### config.mk
export PLATFORM = sky130hd
export DESIGN_NAME = bp_be_irf_cfg_access
export DESIGN_NICKNAME = d
export VERILOG_FILES = /design/src/rtl/bp_be_irf_cfg_access_pkg.sv /design/src/rtl/bsg_dff_reset_en.sv /design/src/rtl/bp_be_irf_cfg_access.sv
export SDC_FILE = /design/constraint.sdc
export NUM_CORES = 1
export LEC_CHECK = 0
export ABC_AREA = 1
export ABC_CLOCK_PERIOD_IN_PS = 2500
export CORE_MARGIN = 2
export CORE_UTILIZATION = 43
export DETAILED_ROUTE_END_ITERATION = 8
export PLACE_DENSITY = 0.86
export SYNTH_ARGS = -nofsm -noshare
export SYNTH_HDL_FRONTEND = slang
export SYNTH_SLANG_ARGS = --single-unit
### constraint.sdc
create_clock -name clk_i -period 2.5 [get_ports clk_i]
set_clock_uncertainty 0.15 [all_clocks]
set_input_delay 0.375 -clock clk_i [delete_from_list [all_inputs] [get_ports clk_i]]
set_output_delay 0.375 -clock clk_i [all_outputs]
set_load 0.03 [all_outputs]
### src/rtl/bp_be_irf_cfg_access_pkg.sv
// Shared types for the irf cfg-access initiator: FSM state encoding and the
// request record macro, sized by the instantiating module's parameters.
`ifndef BP_BE_IRF_CFG_ACCESS_PKG_SV
`define BP_BE_IRF_CFG_ACCESS_PKG_SV

`define DECLARE_BP_BE_IRF_CFG_REQ_S(addr_w, data_w) \
    typedef struct packed {                          \
        logic              w;                        \
        logic [addr_w-1:0] addr;                     \
        logic [data_w-1:0] data;                     \
    } bp_be_irf_cfg_req_s

package bp_be_irf_cfg_access_pkg;

    localparam int irf_reg_addr_width_gp = 5;
    localparam int irf_dword_width_gp    = 64;

    typedef enum logic [1:0] {
        e_ready   = 2'd0,
        e_issue   = 2'd1,
        e_capture = 2'd2,
        e_resp    = 2'd3
    } bp_be_irf_cfg_state_e;

endpackage

`endif

### src/rtl/bsg_dff_reset_en.sv
// Enabled flop with synchronous active-high reset to a constant value.
module bsg_dff_reset_en #(
    parameter int                 width_p     = 1,
    parameter logic [width_p-1:0] reset_val_p = '0
) (
    input  logic               clk_i,
    input  logic               reset_i,
    input  logic               en_i,
    input  logic [width_p-1:0] data_i,
    output logic [width_p-1:0] data_o
);

    logic [width_p-1:0] r_data;

    always_ff @(posedge clk_i) begin
        if (reset_i)
            r_data <= reset_val_p;
        else if (en_i)
            r_data <= data_i;
    end

    assign data_o = r_data;

endmodule

### src/rtl/bp_be_irf_cfg_access.sv
// Sequences debug/config irf requests into single-cycle cfg-bus strobes and
// returns captured read data on a held response channel.
module bp_be_irf_cfg_access
    import bp_be_irf_cfg_access_pkg::*;
#(
    parameter int reg_addr_width_p = irf_reg_addr_width_gp,
    parameter int dword_width_p    = irf_dword_width_gp
) (
    input  logic                        clk_i,
    input  logic                        reset_i,
    input  logic                        freeze_i,

    input  logic                        req_v_i,
    output logic                        req_ready_o,
    input  logic                        req_w_i,
    input  logic [reg_addr_width_p-1:0] req_addr_i,
    input  logic [dword_width_p-1:0]    req_data_i,

    output logic                        resp_v_o,
    input  logic                        resp_ready_i,
    output logic [dword_width_p-1:0]    resp_data_o,

    output logic                        irf_w_v_o,
    output logic                        irf_r_v_o,
    output logic [reg_addr_width_p-1:0] irf_addr_o,
    output logic [dword_width_p-1:0]    irf_data_o,
    input  logic [dword_width_p-1:0]    irf_rdata_i
);

    `DECLARE_BP_BE_IRF_CFG_REQ_S(reg_addr_width_p, dword_width_p);

    bp_be_irf_cfg_state_e r_state, w_state_n;
    bp_be_irf_cfg_req_s   w_req_in, r_req;

    logic                     w_accept;
    logic                     w_addr_zero;
    logic                     w_irf_w_v, w_irf_r_v, w_resp_v;
    logic                     w_resp_en;
    logic [dword_width_p-1:0] w_resp_d, r_resp_data;

    assign req_ready_o = (r_state == e_ready) & freeze_i;
    assign w_accept    = req_v_i & req_ready_o;
    assign w_addr_zero = (r_req.addr == '0);

    assign w_req_in.w    = req_w_i;
    assign w_req_in.addr = req_addr_i;
    assign w_req_in.data = req_data_i;

    bsg_dff_reset_en #(
        .width_p ($bits(bp_be_irf_cfg_req_s))
    ) u_req_reg (
        .clk_i   (clk_i),
        .reset_i (reset_i),
        .en_i    (w_accept),
        .data_i  (w_req_in),
        .data_o  (r_req)
    );

    bsg_dff_reset_en #(
        .width_p (dword_width_p)
    ) u_resp_reg (
        .clk_i   (clk_i),
        .reset_i (reset_i),
        .en_i    (w_resp_en),
        .data_i  (w_resp_d),
        .data_o  (r_resp_data)
    );

    always_ff @(posedge clk_i) begin
        if (reset_i)
            r_state <= e_ready;
        else
            r_state <= w_state_n;
    end

    always_comb begin
        w_state_n = r_state;
        w_irf_w_v = 1'b0;
        w_irf_r_v = 1'b0;
        w_resp_v  = 1'b0;
        w_resp_en = 1'b0;
        w_resp_d  = '0;
        case (r_state)
            e_ready: begin
                if (w_accept)
                    w_state_n = e_issue;
            end
            e_issue: begin
                // Writes and x0 accesses answer with zero; clear it here so the
                // response register never leaks a previous read's data.
                w_resp_en = 1'b1;
                if (!w_addr_zero) begin
                    w_irf_w_v = r_req.w;
                    w_irf_r_v = ~r_req.w;
                end
                w_state_n = (!w_addr_zero && !r_req.w) ? e_capture : e_resp;
            end
            e_capture: begin
                // Regfile read data is valid only in this cycle.
                w_resp_en = 1'b1;
                w_resp_d  = irf_rdata_i;
                w_state_n = e_resp;
            end
            e_resp: begin
                w_resp_v = 1'b1;
                if (resp_ready_i)
                    w_state_n = e_ready;
            end
            default: w_state_n = e_ready;
        endcase
    end

    assign irf_w_v_o   = w_irf_w_v & ~reset_i;
    assign irf_r_v_o   = w_irf_r_v & ~reset_i;
    assign resp_v_o    = w_resp_v  & ~reset_i;
    assign resp_data_o = r_resp_data;
    assign irf_addr_o  = r_req.addr;
    assign irf_data_o  = r_req.data;

endmodule

Word level (Yosys, flattened, before mapping). Index checks and enable logic that the tools add are counted.

Bits in registers: 136. Input bits: 139. Output and inout bits: 137. Word-level logic and storage cells: 33.

Equal/unequal tests: 5. Mux-type cells: 11. Bitwise gates (word level): 7. Reduce and logical (&&, ||, !) cells: 7.

Operators with widths (number): 64-bit two-way mux (1); 2-bit case mux with 4 select lines (1); 1-bit two-way mux (7); 1-bit bitwise AND (5); 5-bit zero test (1); 2-bit == test, second input constant (2); 2-bit two-way mux (2); 2-bit by 1-bit == test with 1-bit output, second input constant (1); 1-bit zero test (2); 2-bit zero test (1); 2-bit by 1-bit != test with 1-bit output, second input constant (1); 2-bit != test, second input constant (1); 1-bit inverter (2); 2-bit AND reduction (1); 2-bit OR reduction (1); 1-bit logical AND (1).

Logic depth before layout (Yosys ltp).
Depth in word-level cells: 5. Mapped depth: 10. Depth with buffers taken out: 9.

Cells and area by module. Synthesis repeated with hierarchy kept, for this count alone.

Cell total of the unflattened synthesis: 1023. Area, all modules: 6308.6 um^2.

By module, submodules not included: bsg_dff_reset_en at u_req_reg (times used 1, cells an instance 444, area an instance 2867.8 um^2, sequential area each 1401.3 um^2); bsg_dff_reset_en at u_resp_reg (times used 1, cells an instance 405, area an instance 2666.3 um^2, sequential area each 1281.2 um^2); bp_be_irf_cfg_access (times used 1, cells an instance 174, area an instance 774.5 um^2, sequential area each 40.0 um^2).

Least setup slack after synthesis. OpenSTA, ideal clock, no wires.

Kind: input -> output. From: input reset_i. To: output resp_v_o. Arrival time: 1.141 ns. Required time: 1.975 ns. Slack: 0.834 ns. Stages: 3. Buffers on the path: 2. Cell sequence: buf_2 > clkbuf_1 > nor2_1.

Cells in the longest elaborated chain, start to end: 2.

Ends and longest elaborated chain: start, declared (RTL line bp_be_irf_cfg_access.sv:10) `input logic reset_i,`; 1-bit inverter (RTL line bp_be_irf_cfg_access.sv:115) `assign resp_v_o = w_resp_v & ~reset_i;`; 1-bit bitwise AND (RTL line bp_be_irf_cfg_access.sv:115); end, declared (RTL line bp_be_irf_cfg_access.sv:19) `output logic resp_v_o,`.

Every way passes these cells.

Worst setup path after layout.
From: register r_state[0]. To: output resp_v_o.

Cells in the longest elaborated chain, start to end: 3.

Ends and longest elaborated chain: start, declared (RTL line bp_be_irf_cfg_access.sv:32) `bp_be_irf_cfg_state_e r_state, w_state_n;`; start signal, assigned (RTL line bp_be_irf_cfg_access.sv:71) `r_state <= e_ready;`; start signal, assigned (RTL line bp_be_irf_cfg_access.sv:73) `r_state <= w_state_n;`; 2-bit == test (RTL line bp_be_irf_cfg_access.sv:83) `case (r_state)`; 1-bit two-way mux (RTL line bp_be_irf_cfg_access.sv:83); 1-bit bitwise AND (RTL line bp_be_irf_cfg_access.sv:115).

Every way passes these cells.

==> impl_metrics.ini <==
[outcome]
status = completed

[routing]
vias = 5120
wl_per_cell_um = 14.3
drcViolationCount = 0
firstDrtPassIters = 4
drtIter0Drc = 225
wl_um = 15100
final_antenna_net_count = 0
drt-vias-per-instance = 4.83

[power_and_ir_drop]
power.switching_uw = 2680
power.internal_uw = 5110
seqPwrFrac = 0.324
pwr-share-clk = 0.341
ir_drop_mv = 0.591
pwr-share-comb = 0.336
p_leak_uw = 0.00296
fin_total_pwr_uw = 7790
switching_share = 0.344
power_density_nw_per_um2 = 927

[clock_network]
cts-root-buf = clkbuf_16
post_cts_buffers = 0
htreeDepth = 4
clock-sinks = 136
clk_path_buf_depth = 2
cts-buffers-inserted = 17
cts.clk_slew.worst_paths_ps = 50
clk_latency_ps = 400
cts_tree = yes

[critical_path]
critPathRequiredTime_ps = 1980
crit_family = buffers and inverters
critPathArrivalTime_ps = 1800
critPathLaunchType = flop
slowest_delay_ps = 710
cp_max_fo = 5
critPathSlowestCell = clkdlybuf4s50_1
criticalPathCategory = flop to output port
crit_chain = ha_1 -> inv_1 -> nor2_1 -> clkdlybuf4s50_1
path_buf_inv = 2
cp-end-kind = output port

[sta]
finalWorstPathRequiredPeriod_ps = 2330
worst_slew_pin_slew_ps = 737
clock.fmax_mhz = 430
drv_slew = 0
slew_headroom = 0.509
finalHoldViolations = 0
fin_setup_tns_ps = 0
finalSetupViolations = 0
rsz0062_at_grt = false
period_share = 0.931

[global_route]
overflow = 0
grt_use_total = 0.213
grt_pass1_wl_um = 22500
grt_pass1_vias = 4744
antenna_found_initial = 0
grt_max_degree = 72

[yosys]
ys_seq_area_frac = 0.502
synth-edff-count = 0
syn-cell-area_um2 = 5430
syn_nets = 835
synthXorXnorAreaFrac = 0
syn_inst = 691
synth.avg_cell_area_um2 = 7.85
ys_warn_count = 0
synth_ff_type = dfxtp_1
synth_top_family_by_area = simple AND/OR/NAND/NOR gates
synthAdderAreaFrac = 0.0115
synthSimpleGateAreaFrac = 0.209
async_flop_share = 0
ys_seq_elements = 136
synth-compound-area-share = 0.131
muxShareOfSynthArea = 0
yosysUniqueCellTypes = 18

[placement]
hpwlAfterDp_um = 10400
io_buffers = 275
gp_congestion = 0.774

[die]
die_x_um = 116
die_area_um2 = 13500
initial_utilization = 0.435
rows = 41
core_um2 = 12500
ios = 276
die_y_um = 116

[finish]
seq_area_um2 = 2720
syn2layout_area_growth_pct = 54.7
multi_input_area_um2 = 1910
final_nets = 1018
fill_cells = 995
layout_common_cells = clkdlybuf4s50_1 (271), nand2_1 (206), a21oi_1 (136), dfxtp_1 (136), nand3_1 (65)
mostFrequentLayoutCell = clkdlybuf4s50_1
diodes = 0
drive_above_1_share = 0.0552

[flow_run]
drv_cap = 0

[min_path]
min_path_type = input port to flop
[worst reg2reg max path, cell delays in order (launching register included)]
cell and delay, ps:
dfxtp_1 400, inv_1 100, ha_2 340, buf_4 530, nand3_1 200, a21oi_1 200
[cells by family after synthesis]
group / count (synthesis)
adder cells (fa/ha/maj): 5
buffers and inverters: 130
flip-flops: 136
AO/OA/AOI/OAI: 141
AND/OR/NAND/NOR: 279
[cells in the mapped netlist, types with 5 or more instances]
master	count	area, um2
dfxtp_1	136	2720
nor2_1	6	22.5
inv_1	8	30.0
clkbuf_1	20	75.1
buf_1	6	22.5
buf_4	70	526
nand2_1	206	773
nand3_1	65	325
ha_1	5	62.6
buf_2	21	105
a21oi_1	136	681
[stage by stage]
step	hold slack, ps	setup WS, ps	util	instance area, um2	std cells
finish	179	173	0.674	8400	1059
global route	174	60.6	0.674	8400	1059
detailed placement	304	362	0.622	7750	1027
global placement	300	378	0.622	7750	1027
CTS	160	26.4	0.673	8390	1059
floorplan	294	834	-	5430	691
[layer usage]
| metal | global-route usage | vias up | share of wire |
|---|---|---|---|
| met5 | 0 | - | 0 |
| met4 | 0.0984 | 0 | 0.031 |
| met3 | 0.106 | 35 | 0.11 |
| met2 | 0.364 | 219 | 0.48 |
| met1 | 0.220 | 2329 | 0.38 |
| li1 | - | 2537 | - |
[power groups by stage]
stage / logic, uW / registers [uW] / clock network (uW)
global route: 2820 / 2550 / 2800
floorplan: 1570 / 2750 / 0
detailed placement: 2630 / 2560 / 0
CTS: 2630 / 2520 / 2700
finish: 2610 / 2520 / 2660
global placement: 2620 / 2550 / 0
[final cells by class]
type,count,area share
clock buffers,21,0.0560
clock inverters,11,0.0203
inverters,10,0.00447
multi-input cells,425,0.228
flip-flops and latches,136,0.324
well taps,172,0.0256
repair buffers,284,0.342
[flip-flops by register name (all words and copies together) (netlist names)]
register	count
r_state	2
u_req_reg.data_o	70
u_resp_reg.data_o	64
[worst paths after layout]
kind                                          start                                 to  slack, ps  depth (start not counted)
setup / recovery            r_state[0]$_SDFFE_PP0P_                           resp_v_o        170                          4
hold / removal                              reset_i  u_req_reg.data_o[69]$_SDFFE_PP0P_        180                          4
setup reg to reg            r_state[0]$_SDFFE_PP0P_  u_resp_reg.data_o[0]$_SDFFE_PP0P_        510                          5
hold reg to reg   u_req_reg.data_o[43]$_SDFFE_PP0P_  u_req_reg.data_o[43]$_SDFFE_PP0P_        310                          2
[what timing repair did]
item / CTS / global route
gates resized for setup: 0 / 2
endpoints found under the hold margin: 0 / 0
endpoints found under the setup margin: 0 / 2
hold buffers: 0 / 0
Power figures use the tool's default switching activity.
